[config.mk]
export PLATFORM = sky130hd
export DESIGN_NAME = logicn_unit
export DESIGN_NICKNAME = d
export VERILOG_FILES = /design/src/rtl/logicn_pkg.sv /design/src/rtl/logicn_skid.sv /design/src/rtl/logicn_unit.sv
export SDC_FILE = /design/constraint.sdc
export NUM_CORES = 1
export LEC_CHECK = 0
export BUFFER_PORTS_ARGS = -buffer_cell sky130_fd_sc_hd__buf_2
export CORE_ASPECT_RATIO = 1.75
export CORE_MARGIN = 5
export CORE_UTILIZATION = 35
export DETAILED_ROUTE_END_ITERATION = 8
export SLEW_MARGIN = 10
export SYNTH_ARGS = -nofsm -noshare
export SYNTH_HDL_FRONTEND = slang
export SYNTH_HIERARCHICAL = 1
export SYNTH_SLANG_ARGS = --single-unit
[constraint.sdc]
create_clock -name clk -period 4.35 [get_ports clk]
set_clock_uncertainty 0.15 [all_clocks]
set_input_delay 0.2175 -clock clk [delete_from_list [all_inputs] [get_ports clk]]
set_output_delay 0.2175 -clock clk [all_outputs]
set_load 0.01 [all_outputs]
[src/rtl/logicn_pkg.sv]
// -----------------------------------------------------------------------------
// logicn_pkg
// Shared types for the pipelined bitwise logic unit.
//   op_e          : 3-bit operation select, matches the op input encoding
//   skid_state_e  : occupancy of the result stage (output register + skid)
// -----------------------------------------------------------------------------
package logicn_pkg;

    typedef enum logic [2:0] {
        OP_AND   = 3'd0,
        OP_NAND  = 3'd1,
        OP_OR    = 3'd2,
        OP_NOR   = 3'd3,
        OP_XOR   = 3'd4,
        OP_XNOR  = 3'd5,
        OP_NOTA  = 3'd6,
        OP_RNAND = 3'd7
    } op_e;

    typedef enum logic [1:0] {
        EMPTY        = 2'd0,
        OUT_ONLY     = 2'd1,
        OUT_AND_SKID = 2'd2
    } skid_state_e;

    // Number of flag bits packed under the result: {z, ones, par}
    localparam int FLAG_W = 3;

endpackage

[src/rtl/logicn_skid.sv]
// -----------------------------------------------------------------------------
// logicn_skid
// Registered result stage with a one-entry skid buffer. The output register
// is loaded from the accepted beat (or from the skid when the output drains),
// and in_ready is a flop so no combinational path runs from out_ready back
// to in_ready.
// Ports:
//   clk, rst      : clock, asynchronous active-high reset
//   in_valid      : upstream beat present
//   in_ready      : registered; low only while both output and skid are full
//   in_data [W]   : payload of the upstream beat
//   out_valid     : output register holds a beat
//   out_ready     : downstream takes the beat this cycle
//   out_data [W]  : payload held in the output register
// -----------------------------------------------------------------------------
module logicn_skid
    import logicn_pkg::*;
#(
    parameter int W = 11
) (
    input  logic         clk,
    input  logic         rst,
    input  logic         in_valid,
    output logic         in_ready,
    input  logic [W-1:0] in_data,
    output logic         out_valid,
    input  logic         out_ready,
    output logic [W-1:0] out_data
);

    skid_state_e r_state;
    skid_state_e w_state_nxt;

    logic [W-1:0] r_out_p1;
    logic [W-1:0] r_skid_p1;
    logic         r_in_ready;
    logic         r_out_valid;

    logic w_accept;
    logic w_deliver;
    logic w_load_out;
    logic w_load_from_skid;
    logic w_load_skid;

    assign w_accept  = in_valid & r_in_ready;
    assign w_deliver = r_out_valid & out_ready;

    always_comb begin
        w_state_nxt      = r_state;
        w_load_out       = 1'b0;
        w_load_from_skid = 1'b0;
        w_load_skid      = 1'b0;
        case (r_state)
            EMPTY: begin
                if (w_accept) begin
                    w_load_out  = 1'b1;
                    w_state_nxt = OUT_ONLY;
                end
            end
            OUT_ONLY: begin
                if (w_accept && w_deliver) begin
                    // new result replaces the one leaving in the same edge
                    w_load_out = 1'b1;
                end else if (w_accept) begin
                    w_load_skid = 1'b1;
                    w_state_nxt = OUT_AND_SKID;
                end else if (w_deliver) begin
                    w_state_nxt = EMPTY;
                end
            end
            OUT_AND_SKID: begin
                // in_ready is low here, so only a drain can happen
                if (w_deliver) begin
                    w_load_from_skid = 1'b1;
                    w_state_nxt      = OUT_ONLY;
                end
            end
            default: begin
                w_state_nxt = EMPTY;
            end
        endcase
    end

    // ---- stage boundary: result stage control ----
    always_ff @(posedge clk or posedge rst) begin
        if (rst) begin
            r_state     <= EMPTY;
            r_in_ready  <= 1'b1;
            r_out_valid <= 1'b0;
        end else begin
            r_state     <= w_state_nxt;
            r_in_ready  <= (w_state_nxt != OUT_AND_SKID);
            r_out_valid <= (w_state_nxt != EMPTY);
        end
    end

    // ---- stage boundary: result stage data ----
    // Data is cleared on reset as well so a reset leaves y and flags at 0.
    always_ff @(posedge clk or posedge rst) begin
        if (rst) begin
            r_out_p1  <= '0;
            r_skid_p1 <= '0;
        end else begin
            if (w_load_out) begin
                r_out_p1 <= in_data;
            end else if (w_load_from_skid) begin
                r_out_p1 <= r_skid_p1;
            end
            if (w_load_skid) begin
                r_skid_p1 <= in_data;
            end
        end
    end

    assign in_ready  = r_in_ready;
    assign out_valid = r_out_valid;
    assign out_data  = r_out_p1;

endmodule

[src/rtl/logicn_unit.sv]
// -----------------------------------------------------------------------------
// logicn_unit
// Pipelined N-bit bitwise logic unit with accumulate mode and result flags.
// Ports:
//   clk, rst        : clock, asynchronous active-high reset
//   in_valid/ready  : operand handshake (in_ready is registered)
//   a, b [N]        : operands
//   op [3]          : operation select (see logicn_pkg::op_e)
//   acc             : use the accumulator in place of a
//   acc_clr         : clear the accumulator after this beat is evaluated
//   out_valid/ready : result handshake
//   y [N]           : result
//   z, ones, par    : y == 0, y all ones, XOR-reduction of y
// -----------------------------------------------------------------------------
module logicn_unit
    import logicn_pkg::*;
#(
    parameter int N = 8
) (
    input  logic         clk,
    input  logic         rst,
    input  logic         in_valid,
    output logic         in_ready,
    input  logic [N-1:0] a,
    input  logic [N-1:0] b,
    input  logic [2:0]   op,
    input  logic         acc,
    input  logic         acc_clr,
    output logic         out_valid,
    input  logic         out_ready,
    output logic [N-1:0] y,
    output logic         z,
    output logic         ones,
    output logic         par
);

    localparam int PW = N + FLAG_W;

    function automatic logic [N-1:0] f_logic_op(
        input op_e          i_op,
        input logic [N-1:0] i_ea,
        input logic [N-1:0] i_b
    );
        logic [N-1:0] res;
        res = '0;
        case (i_op)
            OP_AND:   res = i_ea & i_b;
            OP_NAND:  res = ~(i_ea & i_b);
            OP_OR:    res = i_ea | i_b;
            OP_NOR:   res = ~(i_ea | i_b);
            OP_XOR:   res = i_ea ^ i_b;
            OP_XNOR:  res = ~(i_ea ^ i_b);
            OP_NOTA:  res = ~i_ea;
            OP_RNAND: res = {{(N-1){1'b0}}, ~(&i_ea)};
            default:  res = '0;
        endcase
        return res;
    endfunction

    // {z, ones, par}
    function automatic logic [FLAG_W-1:0] f_flags(input logic [N-1:0] i_r);
        return {~(|i_r), &i_r, ^i_r};
    endfunction

    logic [N-1:0]  r_acc_q;
    logic [N-1:0]  w_ea;
    logic [N-1:0]  w_res_p0;
    logic [PW-1:0] w_payload_p0;
    logic [PW-1:0] w_out_p1;
    logic          w_in_ready;
    logic          w_accept;

    assign w_ea         = acc ? r_acc_q : a;
    assign w_res_p0     = f_logic_op(op_e'(op), w_ea, b);
    assign w_payload_p0 = {w_res_p0, f_flags(w_res_p0)};
    assign w_accept     = in_valid & w_in_ready;

    // ---- stage boundary: accumulator ----
    // Updated on accept, not on delivery, so chained beats see the previous
    // result even while it is stalled in the result stage.
    always_ff @(posedge clk or posedge rst) begin
        if (rst) begin
            r_acc_q <= '0;
        end else if (w_accept) begin
            r_acc_q <= acc_clr ? '0 : w_res_p0;
        end
    end

    logicn_skid #(
        .W (PW)
    ) u_skid (
        .clk       (clk),
        .rst       (rst),
        .in_valid  (in_valid),
        .in_ready  (w_in_ready),
        .in_data   (w_payload_p0),
        .out_valid (out_valid),
        .out_ready (out_ready),
        .out_data  (w_out_p1)
    );

    assign in_ready             = w_in_ready;
    assign {y, z, ones, par}    = w_out_p1;

endmodule
==> results of run 1 <==
[synth_stat cells (4+ instances only)]
cell     number
dfrtp_1      33
inv_1        28
ha_1         24
mux2_4       22
mux2_2       17
nor2_1       16
a21oi_1      13
nand2_1      13
xnor2_1      10
o22ai_1       7
a22o_1        5
buf_6         4
nor2b_1       4
[layer usage]
layer  global-route usage  wire length [microns]
met5                    0                      0
met4              0.08239                    257
met3              0.01928                    209
met2               0.2333                   3288
met1               0.1453                   2215
[registers in the layout (all words and copies together), names as in the netlist]
name              count
r_acc_q               8
u_skid/in_ready       1
u_skid/out_data      11
u_skid/out_valid      1
u_skid/r_skid_p1     11
u_skid/r_state        2
[kinds of logic after synthesis]
kind of cell	Yosys count	share of synthesized area
buf+inv	40	0.07644
compound gates	48	0.1350
fa+ha+maj	24	0.1133
flops	34	0.3214
xor+xnor	11	0.03634
mux	42	0.2081
simple gates	53	0.1095
[critical path, cell delays in order, from the launching register on]
cell and delay, ns:
dfrtp_1 0.39, mux2_2 0.29, inv_2 0.07, ha_1 0.24
nand2b_1 0.15, a221oi_1 0.30, a221oi_2 0.07, a21oi_2 0.26
inv_1 0.07, ha_1 0.30, xnor2_1 0.18, xnor2_1 0.11
mux2_4 0.27
[report_power, final]
group	switching (mW)	internal, mW	total, mW
clock network	0.120	0.221	0.341
logic	0.295	0.382	0.677
registers	0.0830	0.444	0.527
[final timing paths]
check	from	to	slack, ns
min reg2reg	u_skid/r_skid_p1[4]	u_skid/r_skid_p1[4]	0.35
max	r_acc_q[6]	u_skid/out_data[0]	1.38
max reg2reg	r_acc_q[6]	u_skid/out_data[0]	1.38
min	acc_clr	r_acc_q[1]	0.05
min in group asynchronous	rst	r_acc_q[6]	0.30
max in group asynchronous	rst	u_skid/r_skid_p1[5]	2.87
[through the flow]
step	utilization	hold slack [ns]	instance area (sq um)	setup WS, ns	instances
after floorplan	-	-0.1168	2651	1.527	252
after global routing	0.4022	0.04851	3002	1.190	373
after global placement	0.3823	0.05194	2853	1.235	366
after CTS	0.4022	0.04540	3002	1.348	373
final	0.4022	0.04609	3002	1.377	373
after detailed placement	0.3823	0.05273	2853	1.142	366
[timing repair]
action / in CTS / in global routing
setup endpoints to repair: 0 / 0
hold endpoints to repair: 8 / 0
resized for setup: 0 / 0
hold buffers: 1 / 0
[final cells by class]
| cell class | instances | area, sq um |
|---|---|---|
| Inverter | 29 | 108.9 |
| Tap cell | 88 | 110.1 |
| Sequential cell | 34 | 852.1 |
| Timing Repair Buffer | 38 | 195.2 |
| Clock buffer | 6 | 138.9 |
| Multi-Input combinational cell | 178 | 1597 |
| Fill cell | 751 | 4461 |
==> results.py, run 1 <==
metrics = {
    "layout": {
        "nets": 335,
        "diodes": 0,
        "drive_above_1_share": 0.3263,
        "syn2layout_area_growth_pct": 13.21,
        "final_cell_mix": "37 x buf_2, 33 x dfrtp_1, 28 x inv_1",
        "layout_commonest_cell": "buf_2",
    },
    "clock_tree": {
        "path_clk_slew_ns": 0.05,
        "cts_buffer_depth": 2,
        "root_buffer": "clkbuf_16",
        "h-tree-depth": 2,
        "cts_made_buffers": 5,
        "cts_tree": "yes",
        "clock_sinks": 34,
        "clk-insertion-delay-late_ns": 0.27,
        "cts_setup_buffers": 0,
    },
    "sta": {
        "hold_viol": 0,
        "rsz0062_at_grt": "false",
        "max_clock_freq_mhz": 336.3,
        "setup_viol": 0,
        "period_share": 0.6835,
        "relSlewSlack": 0.3476,
        "period_needed_ns": 2.973,
        "tightest_slew_ns": 0.9775,
        "finalMaxSlewViolations": 0,
        "fin_tns_setup_ns": 0,
    },
    "hold_path": {
        "hp-class": "input port to flip-flop",
        "whs_path_depth": 2,
    },
    "logic_synthesis": {
        "ys_warn_count": 6,
        "synth_area_leader_cell": "dfrtp_1",
        "synthFlopType": "dfrtp_1",
        "ys_top_cells_by_area": "dfrtp_1 31%, mux2_4 12%, ha_1 11%",
        "yosysTopAreaCellShare": 0.3115,
        "synthArstFlopShare": 1.000,
        "synth.avg_cell_area_sq_um": 10.52,
        "syn-instance-count": 252,
        "yosysSeqAreaShare": 0.3214,
        "synthesis.area_sq_mm": 0.002651,
        "syn-num-nets": 301,
        "synth-seq-cells": 34,
        "yosysUniqueCellTypes": 48,
        "synth_edf_count": 0,
    },
    "floorplan": {
        "floorplan.die.width_microns": 75.79,
        "start_util": 0.3553,
        "dieArea_sq_mm": 0.009484,
        "io_pins": 38,
        "rows": 42,
        "fp.dieH_microns": 125.1,
        "placeableCoreArea_sq_mm": 0.007462,
    },
    "power": {
        "power.total_mw": 1.545,
        "p_leak_nw": 1.537,
        "p_per_area_mw_per_mm2": 514.8,
        "vdd_ir_drop_max_uv": 177.6,
    },
    "worst_setup_path": {
        "reg2reg_depth": 12,
        "worstSetupPathType": "flip-flop to flip-flop",
        "startpoint_type": "flip-flop",
        "cp.arrival_ns": 2.98,
        "worstSetupEndpointType": "flip-flop",
        "crit_required_ns": 4.36,
        "cp_max_fo": 5,
    },
    "run_status": {
        "status": "complete, no violations",
    },
    "route": {
        "via_per_inst": 5.300,
        "routedWlPerCell_microns": 16.01,
        "routed_wl_microns": 5970,
        "dr_total_vias": 1977,
        "drc_errors": 0,
        "first_pass_iters": 4,
        "ant_nets": 0,
        "drt_iter0_drc": 81,
    },
    "place": {
        "dpl.hpwl_microns": 4792,
        "numPortBuffers": 37,
        "globalplace.congestion": 0.7936,
    },
    "global_route": {
        "grtUsageTotal": 0.1345,
        "grt_pass1_vias": 2016,
        "antenna_found_initial": 0,
        "grt_first_pass_wirelength_microns": 9742,
        "grt_max_degree": 28,
        "overflow": 0,
    },
    "run": {
        "cap_violations": 0,
    },
}
(Power assumes the default switching activity.)
==> run 2, diff against run 1 <==
--- a/config.mk
+++ b/config.mk
@@ -5,6 +5,7 @@
 export SDC_FILE = /design/constraint.sdc
 export NUM_CORES = 1
 export LEC_CHECK = 0
+export ABC_AREA = 1
 export BUFFER_PORTS_ARGS = -buffer_cell sky130_fd_sc_hd__buf_2
 export CORE_ASPECT_RATIO = 1.75
 export CORE_MARGIN = 5
==> constraint.sdc (replaced) <==
create_clock -name clk -period 2.6 [get_ports clk]
set_clock_uncertainty 0.15 [all_clocks]
set_input_delay 0.13 -clock clk [delete_from_list [all_inputs] [get_ports clk]]
set_output_delay 0.13 -clock clk [all_outputs]
set_load 0.01 [all_outputs]
==> run 2 against run 1 <==
Fmax rose by 24%. Flip-flop and latch count did not move. Count of clock-buffer cells in the layout rose by 1. Die area rose by 1.5%. Sequential share of layout area fell by 1.2 points. Global-route usage rose by 1.5 points. Final cell count rose by 35%. Clock power rose by 73%.
==> results.py, run 2 <==
metrics = {
    "worst_setup_path": {
        "cp.arrival_ns": 2.47,
        "cp_max_fo": 4,
        "cp_num_buf_inv": 2,
        "path_cells": "nand2_1, nand2_2, inv_1, ha_1, nand2_1, nand2_1, nor2_1, nand2_1, nand2_1, inv_1, ha_1, xor2_1, xnor2_1, nand3_1, nand3_2",
        "worstSetupPathType": "flip-flop to flip-flop",
        "critPathTopFamily": "simple AND/OR/NAND/NOR gates",
        "cpPeakStageDelay_ns": 0.35,
        "crit_required_ns": 2.67,
        "worstSetupEndpointType": "flip-flop",
        "crit_path_top_delay_cell": "dfrtp_1",
        "cpMostUsedCell": "nand2_1",
        "startpoint_type": "flip-flop",
    },
    "global_route": {
        "grt_pass1_vias": 2517,
        "antenna_found_initial": 0,
        "overflow": 0,
        "grt_max_degree": 27,
        "grtUsageTotal": 0.1492,
        "grt_first_pass_wirelength_microns": 11640,
    },
    "floorplan": {
        "io_pins": 38,
        "placeableCoreArea_sq_mm": 0.007567,
        "dieArea_sq_mm": 0.009629,
        "rows": 42,
        "floorplan.die.width_microns": 76.35,
        "fp.dieH_microns": 126.1,
        "start_util": 0.3563,
    },
    "layout": {
        "ff_latch_area_sq_um": 852.1,
        "diodes": 0,
        "fillCellCount": 826,
        "multiInputGateArea_sq_mm": 0.001600,
        "nets": 465,
        "final_cell_mix": "111 x nand2_1, 48 x nand3_1, 46 x inv_1",
        "layout_commonest_cell": "nand2_1",
        "syn2layout_area_growth_pct": 16.43,
        "drive_above_1_share": 0.2182,
    },
    "route": {
        "routed_wl_microns": 6789,
        "routedWlPerCell_microns": 13.44,
        "ant_nets": 0,
        "dr_total_vias": 2472,
        "drc_errors": 0,
        "via_per_inst": 4.895,
        "drt_iter0_drc": 186,
        "first_pass_iters": 4,
    },
    "logic_synthesis": {
        "ys_warn_count": 6,
        "synth_area_leader_cell": "dfrtp_1",
        "synthFlopType": "dfrtp_1",
        "synthesis.area_sq_mm": 0.002696,
        "synth-seq-cells": 34,
        "synth_most_common_cell": "nand2_1",
        "yosysSeqAreaShare": 0.3160,
        "yosysTopAreaCellShare": 0.3063,
        "yosysUniqueCellTypes": 28,
        "synth_common_cells": "116 x nand2_1, 48 x nand3_1, 47 x inv_1",
        "synthArstFlopShare": 1.000,
        "ys_top_cells_by_area": "dfrtp_1 31%, nand2_1 16%, ha_1 11%",
        "syn-instance-count": 378,
        "synth_edf_count": 0,
        "syn-num-nets": 427,
        "synth.avg_cell_area_sq_um": 7.133,
    },
    "sta": {
        "finalMaxSlewViolations": 0,
        "hold_viol": 0,
        "relSlewSlack": 0.5542,
        "fin_tns_setup_ns": 0,
        "rsz0062_at_grt": "false",
        "tightest_slew_ns": 0.6662,
        "period_needed_ns": 2.401,
        "max_clock_freq_mhz": 416.5,
        "setup_viol": 0,
        "period_share": 0.9234,
    },
    "power": {
        "comb_power_share": 0.415,
        "power_frac_seq": 0.344,
        "vdd_ir_drop_max_uv": 392.7,
        "p_per_area_mw_per_mm2": 780.0,
        "intPower_mw": 1.476,
        "clock_power_share": 0.241,
        "swShare": 0.3972,
        "p_leak_nw": 1.780,
        "power.total_mw": 2.449,
        "switchingPower_uw": 972.6,
    },
    "clock_tree": {
        "root_buffer": "clkbuf_16",
        "cts_tree": "yes",
        "cts_made_buffers": 5,
        "path_clk_slew_ns": 0.05,
        "cts_buffer_depth": 2,
        "clock_sinks": 34,
        "clk-insertion-delay-late_ns": 0.28,
        "h-tree-depth": 2,
    },
    "place": {
        "globalplace.congestion": 0.8845,
        "dpl.hpwl_microns": 5527,
        "numPortBuffers": 37,
    },
    "run": {
        "cap_violations": 0,
    },
    "hold_path": {
        "hp-class": "input port to flip-flop",
    },
    "run_status": {
        "status": "complete, no violations",
    },
}
==> run 2: per-stage QoR <==
| stage | util | hold slack [ns] | cells | instance area, sq um | worst slack, ns |
|---|---|---|---|---|---|
| finish | 0.4148 | 0.1132 | 505 | 3139 | 0.1992 |
| global route | 0.4148 | 0.1390 | 505 | 3139 | 0.01200 |
| CTS | 0.4092 | 0.1016 | 504 | 3097 | 0.1390 |
| detailed placement | 0.3884 | -0.02611 | 495 | 2939 | 0.1108 |
| global placement | 0.3884 | -0.03073 | 495 | 2939 | 0.1597 |
| floorplan | - | -0.2043 | 378 | 2696 | 0.3157 |
==> run 2: cell type report <==
class,instances,area share
Multi-Input combinational cell,281,0.5098
Sequential cell,34,0.2714
Inverter,51,0.06257
Timing Repair Buffer,43,0.07413
Tap cell,88,0.03507
Clock inverter,1,0.001594
Clock buffer,7,0.04544
==> run 2: worst paths after layout <==
| check | start | to | slack [ns] | depth (start not counted) |
|---|---|---|---|---|
| min reg2reg | u_skid/r_skid_p1[1] | u_skid/r_skid_p1[1] | 0.32 | 2 |
| min | in_valid | u_skid/r_state[0] | 0.11 | 6 |
| max in group asynchronous | rst | u_skid/in_ready | 1.70 | 4 |
| max reg2reg | r_acc_q[1] | u_skid/out_data[0] | 0.20 | 15 |
| min in group asynchronous | rst | r_acc_q[6] | 0.22 | 3 |
| max | r_acc_q[1] | u_skid/out_data[0] | 0.20 | 15 |
==> run 2: repair_timing <==
action	4_1_cts	5_1_grt
hold endpoints to repair	33	0
resized for setup	0	9
setup buffers	0	1
hold buffers	1	0
setup endpoints to repair	0	2
==> run 2: power by group through the flow <==
stage	logic [mW]	registers, mW	clock network [mW]
2_1_floorplan	0.720	0.872	0
3_3_place_gp	0.986	0.844	0
3_5_place_dp	0.996	0.851	0
4_1_cts	1.01	0.845	0.601
5_1_grt	1.16	0.869	0.621
6_report	1.02	0.842	0.590
==> run 2: tightest hold or removal path, stage by stage <==
cell	delay, ns
buf_2	0.10
a21oi_1	0.06
nand2_1	0.06
nand2_1	0.04
nand2_1	0.07
inv_1	0.04
==> run 2: per-layer routing <==
metal / global-route usage / wire length, microns / part of all wire
met1: 0.1426 / 2447 / 0.36
met2: 0.2939 / 3875 / 0.57
met3: 0.01357 / 221 / 0.033
met4: 0.09372 / 244 / 0.036
met5: 0 / 0 / 0
==> run 2: kinds of logic (layout without fill, tap and decap cells) <==
| kind of cell | after synthesis | in the layout | synth area share |
|---|---|---|---|
| flip-flops | 34 | 34 | 0.3160 |
| adder cells (fa/ha/maj) | 24 | 24 | 0.1114 |
| AND/OR/NAND/NOR | 233 | 233 | 0.4148 |
| AO/OA/AOI/OAI | 21 | 21 | 0.04455 |
| buffers and inverters | 63 | 102 | 0.1035 |
| XOR/XNOR | 3 | 3 | 0.009747 |
==> run 3, diff against run 2 <==
--- a/config.mk
+++ b/config.mk
@@ -7,11 +7,10 @@
 export LEC_CHECK = 0
 export ABC_AREA = 1
 export BUFFER_PORTS_ARGS = -buffer_cell sky130_fd_sc_hd__buf_2
-export CORE_ASPECT_RATIO = 1.75
+export CORE_ASPECT_RATIO = 0.9
 export CORE_MARGIN = 5
 export CORE_UTILIZATION = 35
 export DETAILED_ROUTE_END_ITERATION = 8
-export SLEW_MARGIN = 10
 export SYNTH_ARGS = -nofsm -noshare
 export SYNTH_HDL_FRONTEND = slang
 export SYNTH_HIERARCHICAL = 1
==> run 3 against run 2 <==
Setup slack got worse by 0.087 ns. Global-route usage rose by 0.39 points. Sequential power up 1%. Largest power group unchanged.
==> results.py, run 3 (synthesized netlist as in run 2, its figures left out) <==
metrics = {
    "worst_setup_path": {
        "cp_max_fo": 4,
        "startpoint_type": "flip-flop",
        "cpPeakStageDelay_ns": 0.37,
        "cpMostUsedCell": "nand2_1",
        "critPathTopFamily": "simple AND/OR/NAND/NOR gates",
        "path_cells": "nand2_1, nand2_2, inv_2, ha_4, inv_1, nand4_1, nand3_1, nor2_1, nand2_1, nand2_1, inv_1, ha_1, xor2_1, xnor2_1, nand3_1, nand3_2",
        "cp_num_buf_inv": 3,
        "worstSetupPathType": "flip-flop to flip-flop",
        "cp.arrival_ns": 2.56,
        "crit_required_ns": 2.67,
        "worstSetupEndpointType": "flip-flop",
        "crit_path_top_delay_cell": "dfrtp_1",
    },
    "power": {
        "p_leak_nw": 1.791,
        "power_frac_seq": 0.362,
        "p_per_area_mw_per_mm2": 747.8,
        "clock_power_share": 0.192,
        "swShare": 0.4140,
        "comb_power_share": 0.447,
        "intPower_mw": 1.382,
        "vdd_ir_drop_max_uv": 399.4,
        "switchingPower_uw": 976.5,
    },
    "place": {
        "dpl_cell_area_sq_mm": 0.002964,
        "numPortBuffers": 37,
        "dpl.hpwl_microns": 5452,
        "globalplace.congestion": 0.8891,
    },
    "layout": {
        "diodes": 0,
        "fillCellCount": 794,
        "final_cell_mix": "113 x nand2_1, 48 x nand3_1, 46 x inv_1",
        "layout_commonest_cell": "nand2_1",
        "syn2layout_area_growth_pct": 16.98,
        "nets": 470,
        "drive_above_1_share": 0.2251,
        "final_area_sq_mm": 0.003154,
    },
    "clock_tree": {
        "clk-insertion-delay-late_ns": 0.28,
        "cts_made_buffers": 5,
        "cts_buffer_depth": 2,
        "h-tree-depth": 2,
        "cts_tree": "yes",
        "clock_sinks": 34,
        "path_clk_slew_ns": 0.07,
        "root_buffer": "clkbuf_8",
    },
    "sta": {
        "setup_viol": 0,
        "period_needed_ns": 2.488,
        "relSlewSlack": 0.5932,
        "whs_ns": 0.1216,
        "period_share": 0.9570,
        "hold_viol": 0,
        "finalMaxSlewViolations": 0,
        "fin_tns_setup_ns": 0,
        "max_clock_freq_mhz": 401.9,
        "tightest_slew_ns": 0.6087,
    },
    "route": {
        "drt_iter0_drc": 201,
        "drc_errors": 0,
        "routedWlPerCell_microns": 13.88,
        "routed_wl_microns": 7191,
        "ant_nets": 0,
        "via_per_inst": 4.963,
        "first_pass_iters": 4,
        "dr_total_vias": 2571,
    },
    "global_route": {
        "grt_pass1_vias": 2465,
        "grtUsageTotal": 0.1530,
        "grt_max_degree": 27,
        "antenna_found_initial": 0,
        "grt_first_pass_wirelength_microns": 11720,
        "overflow": 0,
    },
    "floorplan": {
        "placeableCoreArea_sq_mm": 0.007545,
        "fp.dieH_microns": 93.27,
        "io_pins": 38,
        "dieArea_sq_mm": 0.009562,
        "rows": 30,
        "start_util": 0.3574,
        "floorplan.die.width_microns": 102.5,
    },
    "run_status": {
        "status": "complete, no violations",
    },
    "hold_path": {
        "hp-class": "input port to flip-flop",
    },
    "run": {
        "cap_violations": 0,
    },
}
==> run 3: cell types whose count changed in the layout (fill, tap and decap cells not counted) <==
cell | previous run | this run
clkbuf_8 | 1 | 8
buf_4 | 5 | 10
ha_4 | 1 | 2
clkbuf_16 | 5 | 0
ha_2 | 1 | 0
clkbuf_1 | 1 | 0
clkinv_2 | 1 | 0
nand2_1 | 111 | 113
nand2_2 | 8 | 6
==> run 3: final cells by class <==
| type | count | area, sq um | area share |
|---|---|---|---|
| well taps | 96 | 120.1 | 0.03808 |
| multi-input cells | 281 | 1605 | 0.5089 |
| clock buffers | 8 | 110.1 | 0.03491 |
| flip-flops and latches | 34 | 852.1 | 0.2701 |
| inverters | 51 | 196.4 | 0.06228 |
| repair buffers | 48 | 270.3 | 0.08568 |
==> run 3: through the flow <==
stage	setup WS (ns)	power, mW	util	instances
detailed placement	0.06934	1.878	0.3929	505
floorplan	0.3157	1.591	-	378
finish	0.1118	2.359	0.4181	518
global route	-0.03280	2.556	0.4181	518
CTS	0.1165	2.342	0.4088	514
global placement	0.1284	1.856	0.3929	505
==> run 3: metal layers <==
metal,track usage,share of wire
met5,0,0
met4,0.03716,0.0095
met3,0.02237,0.056
met2,0.2468,0.47
met1,0.2142,0.46
==> run 3: tightest hold or removal path, stage by stage <==
cell and delay (ns):
buf_2 0.10, a21oi_1 0.07, nand2_1 0.06, nand2_1 0.05, nand2_1 0.07, inv_1 0.04
==> run 3: final timing paths <==
| check | start | to | slack, ns | cells past startpoint |
|---|---|---|---|---|
| worst max-delay path | r_acc_q[0] | u_skid/out_data[0] | 0.11 | 16 |
| worst min register to register | u_skid/r_skid_p1[9] | u_skid/r_skid_p1[9] | 0.32 | 2 |
| min in group asynchronous | rst | r_acc_q[4] | 0.19 | 3 |
| worst max register to register | r_acc_q[0] | u_skid/out_data[0] | 0.11 | 16 |
| worst min-delay path | in_valid | u_skid/r_state[0] | 0.12 | 6 |
| max in group asynchronous | rst | u_skid/in_ready | 1.72 | 4 |
==> run 3: timing repair <==
item	CTS	global route
gates resized for setup	0	7
hold buffers	1	0
endpoints found under the hold margin	33	0
buffers inserted	0	4
endpoints found under the setup margin	0	2
==> run 3: power by group through the flow <==
stage | Clock [mW] | Sequential [mW] | Combinational, mW
after global routing | 0.491 | 0.877 | 1.19
after detailed placement | 0 | 0.863 | 1.01
final | 0.452 | 0.853 | 1.05
after floorplan | 0 | 0.872 | 0.720
after CTS | 0.469 | 0.855 | 1.02
after global placement | 0 | 0.861 | 0.995
